===== src/rtl/data_link_pkg.sv =====
// Shared definitions for the BPSK packet link (transmitter and receiver).
package data_link_pkg;

  typedef enum logic [1:0] {
    HUNT    = 2'd0,
    COLLECT = 2'd1,
    DONE    = 2'd2
  } rx_state_e;

  localparam int          SYNC_SIZE_DEF = 8;
  localparam logic [31:0] SYNC_WORD_DEF = 32'h0000_00D5;
  localparam int          IDX_W         = 8;

endpackage


===== src/rtl/sync_detect.sv =====
// Sync-word hunter: shift register of the incoming bits with a look-ahead
// equality compare on the value the register is about to take.
module sync_detect #(
  parameter int          SYNC_SIZE = data_link_pkg::SYNC_SIZE_DEF,
  parameter logic [31:0] SYNC_WORD = data_link_pkg::SYNC_WORD_DEF
) (
  input  logic clk,
  input  logic rst_n,
  input  logic shift_en,
  input  logic clear,
  input  logic bit_in,
  output logic match
);

  localparam logic [SYNC_SIZE-1:0] SYNC_PAT = SYNC_WORD[SYNC_SIZE-1:0];

  logic [SYNC_SIZE-1:0] sync_sr;
  logic [SYNC_SIZE-1:0] sync_base;
  logic [SYNC_SIZE-1:0] sync_nxt;

  // A clear coinciding with a shift restarts the hunt from this bit.
  assign sync_base = clear ? '0 : sync_sr;
  assign sync_nxt  = (sync_base << 1) | SYNC_SIZE'(bit_in);
  assign match     = shift_en && (sync_nxt == SYNC_PAT);

  always_ff @(posedge clk or negedge rst_n) begin
    if (!rst_n) begin
      sync_sr <= '0;
    end else if (shift_en) begin
      sync_sr <= sync_nxt;
    end else if (clear) begin
      sync_sr <= '0;
    end
  end

endmodule


===== src/rtl/data_receive.sv =====
// Packet receiver: hunts for the sync word, then assembles PACKET_SIZE bits
// into a parallel packet delivered over a valid/ready handshake.
//
// state   | meaning
// HUNT    | shifting bits through sync_detect, waiting for a match
// COLLECT | writing payload bits into packet[idx]
// DONE    | packet_valid high, packet frozen, waiting for packet_ready
module data_receive
  import data_link_pkg::*;
#(
  parameter int          PACKET_SIZE = 32,
  parameter int          SYNC_SIZE   = SYNC_SIZE_DEF,
  parameter logic [31:0] SYNC_WORD   = SYNC_WORD_DEF
) (
  input  logic                 clk,
  input  logic                 rst_n,
  input  logic                 bit_in,
  input  logic                 bit_valid,
  input  logic                 packet_ready,
  output logic [0:PACKET_SIZE-1] packet,
  output logic                 packet_valid,
  output logic                 sync_found,
  output logic                 overrun
);

  localparam logic [IDX_W-1:0] LAST_IDX = IDX_W'(PACKET_SIZE - 1);

  rx_state_e        state;
  logic [IDX_W-1:0] idx;
  logic             handshake;
  logic             sync_shift;
  logic             sync_match;

  assign handshake  = (state == DONE) && packet_valid && packet_ready;
  assign sync_shift = bit_valid && ((state == HUNT) || handshake);

  sync_detect #(
    .SYNC_SIZE (SYNC_SIZE),
    .SYNC_WORD (SYNC_WORD)
  ) u_sync_detect (
    .clk      (clk),
    .rst_n    (rst_n),
    .shift_en (sync_shift),
    .clear    (handshake),
    .bit_in   (bit_in),
    .match    (sync_match)
  );

  always_ff @(posedge clk or negedge rst_n) begin
    if (!rst_n) begin
      state        <= HUNT;
      idx          <= '0;
      packet       <= '0;
      packet_valid <= 1'b0;
      sync_found   <= 1'b0;
      overrun      <= 1'b0;
    end else begin
      sync_found <= 1'b0;
      case (state)
        HUNT: begin
          if (bit_valid && sync_match) begin
            state      <= COLLECT;
            idx        <= '0;
            sync_found <= 1'b1;
          end
        end
        COLLECT: begin
          if (bit_valid) begin
            for (int i = 0; i < PACKET_SIZE; i++) begin
              if (idx == IDX_W'(i)) packet[i] <= bit_in;
            end
            idx <= idx + IDX_W'(1);
            if (idx == LAST_IDX) begin
              state        <= DONE;
              packet_valid <= 1'b1;
            end
          end
        end
        DONE: begin
          // A bit arriving with the handshake is taken by sync_detect, not dropped.
          if (handshake) begin
            state        <= HUNT;
            packet_valid <= 1'b0;
            overrun      <= 1'b0;
          end else if (bit_valid) begin
            overrun <= 1'b1;
          end
        end
        default: begin
          state        <= HUNT;
          packet_valid <= 1'b0;
        end
      endcase
    end
  end

endmodule


===== config.mk =====
export PLATFORM = sky130hd
export DESIGN_NAME = data_receive
export DESIGN_NICKNAME = d
export VERILOG_FILES = /design/src/rtl/data_link_pkg.sv /design/src/rtl/sync_detect.sv /design/src/rtl/data_receive.sv
export SDC_FILE = /design/constraint.sdc
export NUM_CORES = 1
export LEC_CHECK = 0
export CAP_MARGIN = 20
export CORE_MARGIN = 5
export CORE_UTILIZATION = 35
export CTS_CLUSTER_SIZE = 28
export DETAILED_ROUTE_END_ITERATION = 8
export PLACE_DENSITY = 0.56
export SYNTH_ARGS = -nofsm -noshare
export SYNTH_HDL_FRONTEND = slang
export SYNTH_SLANG_ARGS = --single-unit
export TNS_END_PERCENT = 30

===== constraint.sdc =====
create_clock -name clk -period 2.4 [get_ports clk]
set_input_delay 0.48 -clock clk [delete_from_list [all_inputs] [get_ports clk]]
set_output_delay 0.48 -clock clk [all_outputs]
set_load 0.1 [all_outputs]

==> flow_summary.ini <==
[global_routing]
grt-ovfl-total = 0
grt_pass1_vias = 1792
track_usage = 0.124
grt_max_degree = 39
antenna_found_initial = 0
grt_pass1_wl_mm = 8.83

[drt]
routedWlPerCell_um = 14.5
drt_iter0_drc = 49
vias = 1730
ant_nets = 0
post_drt_via_cell_ratio = 4.91
drc = 0
routed_wl_mm = 5.11
drtPass1Iterations = 4

[die]
rows = 31
start_util = 0.359
core_mm2 = 0.00721
fp.dieArea_mm2 = 0.00922
die_y_um = 96
die-width_um = 96
pin_count = 40

[sta]
drv_slew = 0
finalHoldViolations = 0
setup_viol = 0
skew_ns = 0.0112
max_slew_margin = 0.446
worst_pin_slew_ns = 0.831
setup_tns_ns = 0
fin_crit_sh = 0.770
rsz0062_at_grt = no
clock.fmax_ghz = 0.541
finalCriticalPeriod_ns = 1.85

[job]
max_cap_viol_count = 0

[logic_synthesis]
yosys_warnings = 0
ys_ff_latch = 52
async_flop_share = 1.00
synth_nets = 223
yosysSeqAreaShare = 0.503
synth_ff_type = dfrtp_1
synth.distinct_cells = 41
avgSynthCellArea_um2 = 12.1
netlist_area_mm2 = 0.00259
synth_enable_flop_cells = 0
syn_inst = 214

[run_status]
status = completed

[power_and_ir_drop]
vdd_ir_drop_max_mv = 0.385
p_leak_nw = 1.50
p_total_mw = 2.44
power_density_mw_per_mm2 = 804

[layout]
layout_common_cells = 52 x dfrtp_1, 44 x buf_4, 31 x nand3_1, 16 x mux2_4, 13 x mux2_2
final_common_cell = dfrtp_1
fill_cells = 720
diodes = 0
syn2layout_area_growth_pct = 17.4
nets = 261
drive_above_1_share = 0.344

[setup_path]
cp.required_ns = 2.60
cp-start-kind = input port
reg2regPathDepth = 5
startpoint = bit_valid
crit_type = in -> reg
cp-end-kind = register
crit_arrival_ns = 2.04
crit_fanout = 16
ff2ff_setup_slack_ns = 0.55
r2r_start = idx[5]
crit_end = packet[3]
r2r_end = packet[3]

[clock_network]
clk_latency_ns = 0.31
cts_root_buf = clkbuf_8
ctsResizeCount = 0
post_cts_buffers = 0
hold_buffers = 0
cts.clk_slew.worst_paths_ns = 0.10
cts_buffers = 5
clock-sinks = 52
h-tree-depth = 2
cts_tree = built
clockBufferDepth = 2

[place]
hpwl_mm = 3.72
gp_congestion = 0.802
port_buffers = 39

[worst_hold_path]
hp-class = in -> async
-- Yosys cell counts (2+ instances only) --
cell type | number | share of area
dfrtp_1 | 52 | 0.50
nand3_1 | 31 | 0.060
mux2_4 | 16 | 0.093
mux2_2 | 13 | 0.057
nor2_1 | 12 | 0.017
clkbuf_1 | 6 | 0.0087
mux2i_1 | 6 | 0.023
nand2b_1 | 6 | 0.015
and3_1 | 5 | 0.012
nand2_1 | 5 | 0.0073
buf_6 | 4 | 0.017
ha_1 | 4 | 0.019
inv_1 | 4 | 0.0058
mux2_1 | 4 | 0.017
nor3_1 | 4 | 0.0077
a21oi_1 | 3 | 0.0058
clkdlybuf4s18_2 | 3 | 0.012
nand4_1 | 3 | 0.0073
nor2b_1 | 3 | 0.0073
o21ai_0 | 3 | 0.0058
a211o_1 | 2 | 0.0068
a21o_1 | 2 | 0.0058
a22o_1 | 2 | 0.0068
nor3_4 | 2 | 0.013
nor4_1 | 2 | 0.0048
o21bai_1 | 2 | 0.0058
-- where the power goes --
part / leakage, nW / switching (mW) / total (mW) / internal, mW
Combinational: 0.762 / 0.536 / 0.783 / 0.246
Sequential: 0.694 / 0.157 / 1.15 / 0.988
Clock: 0.0445 / 0.281 / 0.516 / 0.235
-- worst max-delay path, cell delays in order --
cell             delay (ns)
clkdlybuf4s50_1        0.52
nand3b_4               0.14
nor3_4                 0.17
buf_4                  0.22
and3_1                 0.18
mux2_2                 0.33
-- state kept, by name, summed over array words and instances (netlist names) --
| signal | count |
|---|---|
| u_sync_detect.sync_sr | 7 |
| sync_found | 1 |
| packet | 32 |
| overrun | 1 |
| idx | 8 |
| packet_valid | 1 |
| state | 2 |
-- metrics by stage --
step | setup slack, ns | util | hold WS, ns | instance area (um^2) | cells
detailed placement | 0.224 | 0.408 | 0.487 | 2950 | 344
CTS | 0.554 | 0.421 | 0.298 | 3040 | 352
global placement | 0.243 | 0.408 | 0.486 | 2950 | 344
global route | 0.483 | 0.421 | 0.353 | 3040 | 352
floorplan | 0.491 | - | 0.184 | 2590 | 214
finish | 0.553 | 0.421 | 0.260 | 3040 | 352
-- logic make-up (layout without fill, tap and decap cells) --
family	count (synthesis)	in the layout	share of synthesized area
AO/OA/AOI/OAI	18	18	0.0512
adder cells (fa/ha/maj)	4	4	0.0193
buffers and inverters	21	60	0.0570
flip-flops	52	52	0.503
multiplexers	39	39	0.190
AND/OR/NAND/NOR	80	80	0.180
-- per-layer routing --
| layer | part of all wire | vias to the layer above | routed length [um] | GRT usage |
|---|---|---|---|---|
| li1 | - | 835 | - | - |
| met1 | 0.44 | 843 | 2270 | 0.161 |
| met2 | 0.48 | 45 | 2470 | 0.201 |
| met3 | 0.065 | 7 | 331 | 0.0328 |
| met4 | 0.0088 | 0 | 45 | 0.0355 |
| met5 | 0 | - | 0 | 0 |
-- worst min-delay path by stage --
stage / depth (start not counted) / slack [ns] / end
after floorplan: 0 / 0.18 / idx[0]
after global placement: 1 / 0.49 / packet[17]
after detailed placement: 1 / 0.49 / packet[18]
after CTS: 1 / 0.30 / packet[4]
after global routing: 1 / 0.35 / packet[22]
final: 1 / 0.26 / packet[10]
-- layout make-up --
cell class | instances | area, um^2 | area share
clock buffers | 7 | 86.3 | 0.0284
clock inverters | 1 | 7.51 | 0.00247
inverters | 4 | 15.0 | 0.00494
multi-input cells | 141 | 1140 | 0.375
flip-flops and latches | 52 | 1300 | 0.428
well taps | 99 | 124 | 0.0408
repair buffers | 48 | 365 | 0.120
Note: power is estimated with default switching activity, not from simulation.
